===== src/rtl/input_conditioner.sv =====
// input_conditioner
//   Player-button front end: per-button 2-flop synchronizer and debouncer,
//   registered rise/fall pulses, and the jump-charge state machine that
//   turns a held jump button into one jump_fire pulse carrying a charge.
//
// Ports
//   sys_clk        in   system clock
//   sys_rst_n      in   asynchronous active-low reset
//   btn_raw        in   raw asynchronous buttons, active-high
//   char_tick      in   one-cycle character-clock enable
//   jump_enable    in   character grounded / allowed to charge
//   btn_level      out  debounced levels
//   btn_rise       out  one-cycle pulse on a debounced 0->1
//   btn_fall       out  one-cycle pulse on a debounced 1->0
//   jump_charging  out  high while charging
//   jump_charge    out  live charge value
//   jump_fire      out  one-cycle pulse when a charged jump is released
//   jump_power     out  charge latched at the last fire
module input_conditioner #(
    parameter int BTN_NUM         = 5,
    parameter int DEBOUNCE_CYCLES = 1000000,
    parameter int CNT_WIDTH       = 20,
    parameter int JUMP_IDX        = 4,
    parameter int CHARGE_WIDTH    = 6,
    parameter int MAX_CHARGE      = 63
) (
    input  logic                    sys_clk,
    input  logic                    sys_rst_n,
    input  logic [BTN_NUM-1:0]      btn_raw,
    input  logic                    char_tick,
    input  logic                    jump_enable,
    output logic [BTN_NUM-1:0]      btn_level,
    output logic [BTN_NUM-1:0]      btn_rise,
    output logic [BTN_NUM-1:0]      btn_fall,
    output logic                    jump_charging,
    output logic [CHARGE_WIDTH-1:0] jump_charge,
    output logic                    jump_fire,
    output logic [CHARGE_WIDTH-1:0] jump_power
);

    localparam logic [CNT_WIDTH-1:0]    CNT_LAST   = CNT_WIDTH'(DEBOUNCE_CYCLES - 1);
    localparam logic [CHARGE_WIDTH-1:0] CHARGE_MAX = CHARGE_WIDTH'(MAX_CHARGE);

    typedef enum logic [1:0] {
        ST_IDLE,
        ST_CHARGE,
        ST_FIRE
    } jump_state_e;

    logic [BTN_NUM-1:0]   sync1_q;
    logic [BTN_NUM-1:0]   sync2_q;
    logic [CNT_WIDTH-1:0] cnt_q [BTN_NUM];
    logic [CNT_WIDTH-1:0] cnt_d [BTN_NUM];
    logic [BTN_NUM-1:0]   level_q;
    logic [BTN_NUM-1:0]   level_d;
    logic [BTN_NUM-1:0]   level_prev_q;
    logic [BTN_NUM-1:0]   rise_q;
    logic [BTN_NUM-1:0]   fall_q;

    jump_state_e             state_q;
    logic                    charging_q;
    logic [CHARGE_WIDTH-1:0] charge_q;
    logic                    fire_q;
    logic [CHARGE_WIDTH-1:0] power_q;

    // Debounce: count consecutive cycles where the synchronized input
    // disagrees with the accepted level; accept on the last count.
    always_comb begin
        level_d = level_q;
        for (int unsigned i = 0; i < BTN_NUM; i++) begin
            cnt_d[i] = '0;
            if (sync2_q[i] != level_q[i]) begin
                if (cnt_q[i] == CNT_LAST) begin
                    level_d[i] = ~level_q[i];
                end else begin
                    cnt_d[i] = cnt_q[i] + 1'b1;
                end
            end
        end
    end

    always_ff @(posedge sys_clk or negedge sys_rst_n) begin
        if (!sys_rst_n) begin
            sync1_q      <= '0;
            sync2_q      <= '0;
            level_q      <= '0;
            level_prev_q <= '0;
            rise_q       <= '0;
            fall_q       <= '0;
            for (int unsigned i = 0; i < BTN_NUM; i++) begin
                cnt_q[i] <= '0;
            end
        end else begin
            sync1_q      <= btn_raw;
            sync2_q      <= sync1_q;
            level_q      <= level_d;
            level_prev_q <= level_q;
            rise_q       <= level_q & ~level_prev_q;
            fall_q       <= ~level_q & level_prev_q;
            for (int unsigned i = 0; i < BTN_NUM; i++) begin
                cnt_q[i] <= cnt_d[i];
            end
        end
    end

    // Jump FSM. In CHARGE the release wins over an enable drop, which wins
    // over a tick; a tick coinciding with the release is dropped.
    always_ff @(posedge sys_clk or negedge sys_rst_n) begin
        if (!sys_rst_n) begin
            state_q    <= ST_IDLE;
            charging_q <= 1'b0;
            charge_q   <= '0;
            fire_q     <= 1'b0;
            power_q    <= '0;
        end else begin
            case (state_q)
                ST_IDLE: begin
                    if (rise_q[JUMP_IDX] && jump_enable) begin
                        state_q    <= ST_CHARGE;
                        charging_q <= 1'b1;
                        charge_q   <= '0;
                    end
                end
                ST_CHARGE: begin
                    if (fall_q[JUMP_IDX]) begin
                        state_q    <= ST_FIRE;
                        charging_q <= 1'b0;
                        fire_q     <= 1'b1;
                        power_q    <= charge_q;
                    end else if (!jump_enable) begin
                        state_q    <= ST_IDLE;
                        charging_q <= 1'b0;
                        charge_q   <= '0;
                    end else if (char_tick && (charge_q != CHARGE_MAX)) begin
                        charge_q <= charge_q + 1'b1;
                    end
                end
                ST_FIRE: begin
                    state_q  <= ST_IDLE;
                    fire_q   <= 1'b0;
                    charge_q <= '0;
                end
                default: begin
                    state_q    <= ST_IDLE;
                    charging_q <= 1'b0;
                    fire_q     <= 1'b0;
                    charge_q   <= '0;
                end
            endcase
        end
    end

    assign btn_level     = level_q;
    assign btn_rise      = rise_q;
    assign btn_fall      = fall_q;
    assign jump_charging = charging_q;
    assign jump_charge   = charge_q;
    assign jump_fire     = fire_q;
    assign jump_power    = power_q;

endmodule


===== config.mk =====
export PLATFORM = sky130hd
export DESIGN_NAME = input_conditioner
export DESIGN_NICKNAME = d
export VERILOG_FILES = /design/src/rtl/input_conditioner.sv
export SDC_FILE = /design/constraint.sdc
export NUM_CORES = 1
export LEC_CHECK = 0
export CAP_MARGIN = 20
export CORE_MARGIN = 3
export CORE_UTILIZATION = 39
export CTS_CLUSTER_SIZE = 16
export DETAILED_ROUTE_END_ITERATION = 8
export SYNTH_ARGS = -nofsm -noshare
export SYNTH_HDL_FRONTEND = slang
export SYNTH_SLANG_ARGS = --single-unit

===== constraint.sdc =====
create_clock -name sys_clk -period 2.27 [get_ports sys_clk]
set_clock_uncertainty 0.15 [all_clocks]
set_input_delay 0.3405 -clock sys_clk [delete_from_list [all_inputs] [get_ports sys_clk]]
set_output_delay 0.3405 -clock sys_clk [all_outputs]
set_load 0.02 [all_outputs]

# Yosys cells after proc, flatten, opt, wreduce, memory -nomap -nowiden
# Index checks and enable logic that the tools add are counted.
[word_totals]
register_bits = 146
inputBits = 9
output_inout_bits = 29
elab_cells = 93
[classes]
n_addsub = 6
n_eq_ne = 18
mux = 25
bitwise = 11
reduce_logical = 13
[ops]
columns = ["operator", "count"]
rows = [
  ["$mux W20", 10],
  ["$add A20 B1 Y20 const B", 5],
  ["$eq A20 B20 Y1 const B", 5],
  ["$mux W6", 4],
  ["$reduce_and A2 Y1", 8],
  ["$pmux W6 S2", 1],
  ["$and A5 B5 Y5", 2],
  ["$not A5 Y5", 2],
  ["$not A1 Y1", 7],
  ["$add A6 B1 Y6 const B", 1],
  ["$mux W2", 3],
  ["$ne A2 B2 Y1 const B", 3],
  ["$ne A3 B3 Y1 const B", 2],
  ["$ne A6 B6 Y1 const B", 1],
  ["$reduce_and A3 Y1", 2],
  ["$ne A1 B1 Y1", 5],
  ["$mux W1", 4],
  ["$pmux W2 S2", 1],
  ["$pmux W1 S3", 1],
  ["$eq A2 B1 Y1 const B", 1],
  ["$eq A2 B2 Y1 const B", 1],
  ["$logic_and A1 B1 Y1", 2],
  ["$logic_not A2 Y1", 1],
  ["$pmux W1 S2", 1],
]

# Logic depth before layout (Yosys ltp)
# Gate-level depths: netlist of run 1.
[logic_depth]
ltp_word = 6
mapped_depth = 6

# Worst setup path after synthesis of run 1
# Ideal clock, no wire load.
[synth_timing]
path_type = "register to register"
startpoint = "register cnt_q[95] (netlist name)"
endpoint = "register level_q[0] (netlist: btn_level[0])"
arrival_time_ns = 1.877
required_ns = 1.995
slack_ns = 0.118
path_stages_with_launch = 5
period_less_slack_ns = 2.152
path_cell_list = "dfrtp_1 -> or4b_1 -> or4_4 -> nor2_1 -> mux2_2"
[synth_via]
elab_chain_len = 2
[synth_rtl]
columns = ["item", "line", "source"]
rows = [
  ["start, declared", "52", "logic [CNT_WIDTH-1:0] cnt_q [BTN_NUM];"],
  ["start signal, assigned by index", "101", "cnt_q[i] <= cnt_d[i];"],
  ["$eq A20 B20 Y1", "73", "if (cnt_q[i] == CNT_LAST) begin"],
  ["$reduce_and A2 Y1 (no line)", "-", ""],
  ["end signal, assigned", "96", "level_q <= level_d;"],
  ["end, declared", "54", "logic [BTN_NUM-1:0] level_q;"],
]
# Every way passes these cells.
# A chain may end at the register's enable or synchronous reset.

# Final worst setup path of run 1
[layout_timing]
startpoint = "register cnt_q[48] (netlist name)"
endpoint = "register level_q[2] (netlist: btn_level[2])"
# Same word-level chain as after synthesis.

==> results.cfg, run 1 <==
[status]
run_status = finished clean

[yosys]
synth.area.top_cells = sky130_fd_sc_hd__dfrtp_1, sky130_fd_sc_hd__xor2_1, sky130_fd_sc_hd__nor2_1, sky130_fd_sc_hd__xnor2_1, sky130_fd_sc_hd__nand3_1
ys_seq_elements = 146
postSynthNetCount = 656
synthDominantAreaCellType = sky130_fd_sc_hd__dfrtp_1
post_synth.cell_area_avg_sq_um = 10.42
synth_compound_gate_area_share_pct = 7.041
synth.top_cell.area_share_pct = 54.68
post_syn_instances = 641
synth_xor_xnor_area_share_pct = 9.045
synth_top_family_by_area = simple AND/OR/NAND/NOR gates
post_synth_num_cell_types = 41
synthesis_warnings = 0
synth.mux.area_fraction_pct = 1.685
synthAdderAreaFrac_pct = 1.124
synth_sequential_area_ratio_pct = 54.68
synth_simple_gate_area_share_pct = 23.69
post_synth_instance_area_sq_um = 6681
synthArstFlopShare_pct = 100.0
synth_edf_count = 0
synth_top_flop_cell = sky130_fd_sc_hd__dfrtp_1

[worst_hold_path]
timing.hold.worst_endpoint = sync2_q[0]
worst_hold_startpoint = sync1_q[0]
worst_hold_path_type = reg -> reg
hold-path-cell-count = 0

[placed_design]
portBuffers = 37
place.gp.congestion = 0.8173
hpwl_um = 9209

[detailed_routing]
vias = 4985
route.detailed.wl_per_inst_um = 14.35
detail_route.wirelength_um = 13370
number_of_routed_nets_with_antenna_violations = 0
1st_iter_drt_viols = 340
post_detailed_route_via_to_cell_ratio = 5.349
dr.pass1.iters = 4
number_of_remaining_drc_errors = 0

[timing]
tns_ps = 0
timing.final.crit_share_pct = 96.02
setup_viols_final = 0
grt_setup_unrepaired = no
final.min_clock_period_ps = 2180
final_hold_viol_count = 0
worst-slew-pin-transition_ps = 572.1
slew_violations = 0
slew_headroom_pct = 61.56
maxClockFrequency_mhz = 458.8

[global_routing]
grt_busiest_layer = met2
global_route_congestion_overflow_total = 0
grt_pass1_vias = 4974
antenna_found_initial = 0
grt_start_max_net_pins = 56
use_met2_pct = 24.86
grt.total_usage_pct = 15.71
grt_pass1_wl_um = 23460
grt.met1_usage_pct = 20.78
gr-usage-met3_pct = 4.669

[floorplan]
floorplan.rows = 47
dieHeight_um = 136.9
initial_core_util_pct = 40.01
core_area_sq_um = 16700
top_level_ports = 38
die_footprint_sq_um = 18740
die_x_um = 136.9

[clock_tree]
cts-buffers-inserted = 17
post_cts.resized_instances = 0
worst_skew_pair.late_latency_ps = 430
tritoncts_num_sinks = 146
root_buffer = sky130_fd_sc_hd__clkbuf_16
maximum_number_of_buffers_from_clock_root_to_sink = 2
cts_h_tree_depth = 4
tritoncts_clock_tree = done
clkTransAtPathRegs_ps = 60

[run]
cap_viol_max_count = 0

[worst_setup_path]
worst-r2r-setup-slack_ps = 90
rr_worst_depth = 4
timing.critical_path.arrival_ps = 2340
worst_setup_path_end_kind = flop
critPathRequiredTime_ps = 2440
worst-setup-path-type = reg -> reg
crit_path_max_fanout = 4
regToRegEndpoint = btn_level[2]
regToRegStartpoint = cnt_q[48]
crit_path_start_kind = flop

[cells_and_area]
final.fill_count = 1523
antenna_cells_inserted = 0
layout-area-overhead-vs-synth_pct = 20.81
finish.net_count = 714
post_route_cells_drive_above_1_share_pct = 10.11

[power_and_ir_drop]
power_per_cell_area_nw_per_um2 = 724.7
p_leak_nw = 3.392
worst_ir_drop_vdd_uv = 537.0
power_total_mw = 5.850
-- routing by layer --
layer	wire length [um]	vias to the layer above
met1	6307	2476
li1	-	2406
met3	596	12
met4	140	0
met2	6329	91
met5	0	-
-- worst max-delay path by stage --
stage,start,cells after the start,slack (ps),to
CTS,cnt_q[48],4,80,btn_level[2]
global route,cnt_q[90],4,10,btn_level[0]
finish,cnt_q[48],4,90,btn_level[2]
detailed placement,cnt_q[48],4,80,btn_level[2]
floorplan,cnt_q[95],4,120,btn_level[0]
global placement,cnt_q[48],4,100,btn_level[2]
-- cell usage in the layout, fill, tap and decap left out, drive strengths merged, types with 2 or more instances in the layout --
cell type	netlist	layout
xnor2	27	27
or4	18	18
or4b	4	4
and2	5	5
nand3	39	39
o31ai	20	20
nand4	29	29
and3	11	11
bufinv	0	4
mux2	10	10
nor4b	3	3
clkinv	0	4
inv	21	21
nor2b	12	12
dfrtp	146	146
nand2	33	33
clkdlybuf4s50	0	36
o21ai	17	17
and4	10	10
clkbuf	11	23
buf	9	22
xor2	42	42
nand2b	4	4
nand4b	2	2
nor4	11	11
nor3	14	14
o41ai	5	5
or3	14	14
ha	6	6
nor2	82	82
a31o	2	2
a21oi	27	27
-- worst max-delay path, cell delays in order, from the launching register on --
cell	delay, ps
sky130_fd_sc_hd__dfrtp_1	410
sky130_fd_sc_hd__or4b_1	490
sky130_fd_sc_hd__or4_1	550
sky130_fd_sc_hd__nor2_1	130
sky130_fd_sc_hd__mux2_2	340
-- logic make-up (layout without fill, tap and decap cells) --
group	after synthesis	in the layout
simple gates	294	294
flops	146	146
compound gates	75	75
xor+xnor	69	69
buf+inv	41	112
mux	10	10
fa+ha+maj	6	6
-- power breakdown --
| group | leakage, nW | internal [mW] | switching (mW) |
|---|---|---|---|
| logic | 1.08 | 0.0588 | 0.114 |
| registers | 2.00 | 2.64 | 0.0316 |
| clock network | 0.313 | 1.95 | 1.06 |
| total | 3.39 | 4.65 | 1.20 |
-- flip-flops by register name (all words and copies together), names as in the netlist --
register	flops
cnt_q	100
jump_charge	6
jump_power	6
btn_fall	5
btn_level	5
btn_rise	5
level_prev_q	5
sync1_q	5
sync2_q	5
state_q	2
jump_charging	1
jump_fire	1
-- synthesized netlist by cell type (5+ instances only) --
library cell,n
sky130_fd_sc_hd__o41ai_1,5
sky130_fd_sc_hd__nand2_1,33
sky130_fd_sc_hd__clkbuf_1,11
sky130_fd_sc_hd__nor2_1,82
sky130_fd_sc_hd__buf_2,5
sky130_fd_sc_hd__xnor2_1,27
sky130_fd_sc_hd__nand3_1,39
sky130_fd_sc_hd__or3_1,14
sky130_fd_sc_hd__and4_1,10
sky130_fd_sc_hd__xor2_1,42
sky130_fd_sc_hd__nor3_1,14
sky130_fd_sc_hd__inv_1,21
sky130_fd_sc_hd__nand4_1,27
sky130_fd_sc_hd__or4_1,17
sky130_fd_sc_hd__o31ai_1,20
sky130_fd_sc_hd__nor4_1,11
sky130_fd_sc_hd__o21ai_0,15
sky130_fd_sc_hd__dfrtp_1,146
sky130_fd_sc_hd__mux2_2,10
sky130_fd_sc_hd__and2_1,5
sky130_fd_sc_hd__a21oi_1,27
sky130_fd_sc_hd__ha_1,6
sky130_fd_sc_hd__and3_1,11
sky130_fd_sc_hd__nor2b_1,12
-- timing repair --
| item | 4_1_cts | 5_1_grt |
|---|---|---|
| endpoints found under the hold margin | 42 | 0 |
| hold buffers | 1 | 0 |
| buffers inserted | 0 | 0 |
| endpoints found under the setup margin | 0 | 0 |
-- through the flow --
step                instance area [sq um]  setup WS (ps)  utilization (%)  hold WS [ps]  instances
finish                               8071          90.43            48.33         196.3        932
global route                         8071          11.27            48.33         175.8        932
CTS                                  8071          77.81            48.33         179.7        932
detailed placement                   7422          80.41            44.44         149.7        899
global placement                     7422          98.30            44.44         138.9        899
floorplan                            6681          118.4                -        -105.1        641
-- cell type report --
class                           count  area, sq um  share of cell area [%]
Tap cell                          220        275.3                   3.410
Clock buffer                       23        488.0                   6.046
Inverter                           21        78.83                  0.9766
Clock inverter                      9        151.4                   1.876
Sequential cell                   146         3654                   45.26
Multi-Input combinational cell    454         2860                   35.44
Timing Repair Buffer               59        564.3                   6.991
(Power assumes the default switching activity.)
==> run 2, diff against run 1 <==
- CTS_CLUSTER_SIZE: 16 -> 12
- GPL_ROUTABILITY_DRIVEN: default -> 0
==> results of run 2 <==
Final layout, timing and power as in run 1 (identical DEF).
==> run 3, diff against run 2 <==
- CAP_MARGIN: 20 -> default
- CTS_BUF_LIST: default -> sky130_fd_sc_hd__clkbuf_8
==> results.cfg, run 3 (same netlist as run 1, synthesis figures left out) <==
[timing]
final.hold.worst_slack_ps = 186.3
final_hold_viol_count = 0
slew_violations = 0
slew_headroom_pct = 61.40
maxClockFrequency_mhz = 458.5
grt_setup_unrepaired = no
setup_viols_final = 0
tns_ps = 0
final.min_clock_period_ps = 2181
setup_slack_after_layout_ps = 89.13
timing.final.crit_share_pct = 96.07
worst-slew-pin-transition_ps = 574.6

[worst_setup_path]
stages_on_worst_setup_path = 4
crit_path_max_fanout = 4
critPathTopFamily = simple AND/OR/NAND/NOR gates
worst_setup_path_end_kind = flop
worst-r2r-setup-slack_ps = 90
crit_path_start_kind = flop
timing.critical_path.arrival_ps = 2360
rr_worst_depth = 4
worst-setup-path-type = reg -> reg
critPathRequiredTime_ps = 2440
critical_path.max_stage_delay_ps = 550
critical_path.cell_chain = or4b_1 > or4_1 > nor2_1 > mux2_2
critical_path.n_buffers_inverters = 0
cpMaxStageDelayCell = sky130_fd_sc_hd__or4_1

[detailed_routing]
vias = 4970
post_detailed_route_via_to_cell_ratio = 5.333
1st_iter_drt_viols = 323
number_of_remaining_drc_errors = 0
dr.pass1.iters = 4
number_of_routed_nets_with_antenna_violations = 0
detail_route.wirelength_um = 13240
route.detailed.wl_per_inst_um = 14.20

[cells_and_area]
post_route_cells_drive_above_1_share_pct = 10.11
final.fill_count = 1547
mostFrequentLayoutCell = sky130_fd_sc_hd__dfrtp_1
leading_cell_types_in_the_layout_fill_and_taps_excluded = sky130_fd_sc_hd__dfrtp_1, sky130_fd_sc_hd__nor2_1, sky130_fd_sc_hd__xor2_1
largest_reg_flops = 100
finish.net_count = 714
antenna_cells_inserted = 0
register_with_the_most_flip_flops = cnt_q
layout-area-overhead-vs-synth_pct = 17.94

[power_and_ir_drop]
p_leak_nw = 3.313
power_per_cell_area_nw_per_um2 = 645.4
cell_internal_pwr_mw = 3.994
net-switching-power_mw = 1.091
power_frac_seq_pct = 52.3
p_comb_share_pct = 3.4
p_sw_share_pct = 21.46
pwr-share-clk_pct = 44.2
worst_ir_drop_vdd_uv = 409.4

[floorplan]
core_area_sq_um = 16700
top_level_ports = 38
die_x_um = 136.9
initial_core_util_pct = 40.01
floorplan.rows = 47
die_footprint_sq_um = 18740
dieHeight_um = 136.9

[global_routing]
grt_start_max_net_pins = 56
grt_pass1_wl_um = 23360
grt.total_usage_pct = 15.45
global_route_congestion_overflow_total = 0
antenna_found_initial = 0
grt_pass1_vias = 4961

[run]
cap_viol_max_count = 0

[clock_tree]
root_buffer = sky130_fd_sc_hd__clkbuf_8
tritoncts_clock_tree = done
cts-buffers-inserted = 17
postCtsSetupBuffers = 0
cts_h_tree_depth = 4
clkTransAtPathRegs_ps = 80
maximum_number_of_buffers_from_clock_root_to_sink = 2
worst_skew_pair.late_latency_ps = 430
post_cts.resized_instances = 0
tritoncts_num_sinks = 146

[placed_design]
portBuffers = 37
placement_stage_worst_setup_slack_ps = 80.41
hpwl_um = 9209

[worst_hold_path]
worst_hold_path_type = in -> reg
hold-path-cell-count = 1

[status]
run_status = finished clean
==> run 3: what timing repair did <==
action	in CTS	in global routing
hold endpoints to repair	42	0
hold buffers	1	0
setup endpoints to repair	0	0
==> run 3: through the flow <==
| step | cells | utilization [%] | area (sq um) | power [mW] |
|---|---|---|---|---|
| 3_3_place_gp | 899 | 44.44 | 7422 | 2.882 |
| 3_5_place_dp | 899 | 44.44 | 7422 | 2.891 |
| 4_1_cts | 932 | 47.18 | 7880 | 5.174 |
| 6_report | 932 | 47.18 | 7880 | 5.086 |
| 5_1_grt | 932 | 47.18 | 7880 | 5.312 |
| 2_1_floorplan | 641 | - | 6681 | 2.783 |
==> run 3: cell type report <==
class / count / area (sq um) / area share, %
well taps: 220 / 275.3 / 3.493
inverters: 21 / 78.83 / 1.000
clock inverters: 11 / 158.9 / 2.017
multi-input cells: 454 / 2860 / 36.30
clock buffers: 21 / 289.0 / 3.668
flip-flops and latches: 146 / 3654 / 46.36
repair buffers: 59 / 564.3 / 7.161
==> run 3: worst paths after layout <==
kind                             from           end
min                        btn_raw[4]    sync1_q[4]
max                         cnt_q[48]  btn_level[2]
max reg2reg                 cnt_q[48]  btn_level[2]
min in group asynchronous   sys_rst_n     cnt_q[73]
max in group asynchronous   sys_rst_n     cnt_q[82]
min reg2reg                sync1_q[0]    sync2_q[0]
==> run 3: power groups by stage <==
stage                     clock network, mW  logic (mW)  registers [mW]
final                                  2.25       0.173            2.66
after global routing                   2.44       0.201            2.67
after CTS                              2.33       0.181            2.66
after detailed placement                  0       0.178            2.71
after global placement                    0       0.171            2.71
after floorplan                           0      0.0761            2.71
==> run 3: metal layers <==
layer  up-vias  GRT usage [%]  routed length, um
li1       2407              -                  -
met1      2475          20.54               6309
met2        77          24.86               6234
met3        11          4.007                520
met4         0          4.878                173
met5         -              0                  0
==> run 3: worst register-to-register path: stages (launching register included) <==
cell and delay (ps):
sky130_fd_sc_hd__dfrtp_1 410, sky130_fd_sc_hd__or4b_1 490, sky130_fd_sc_hd__or4_1 550, sky130_fd_sc_hd__nor2_1 130, sky130_fd_sc_hd__mux2_2 340
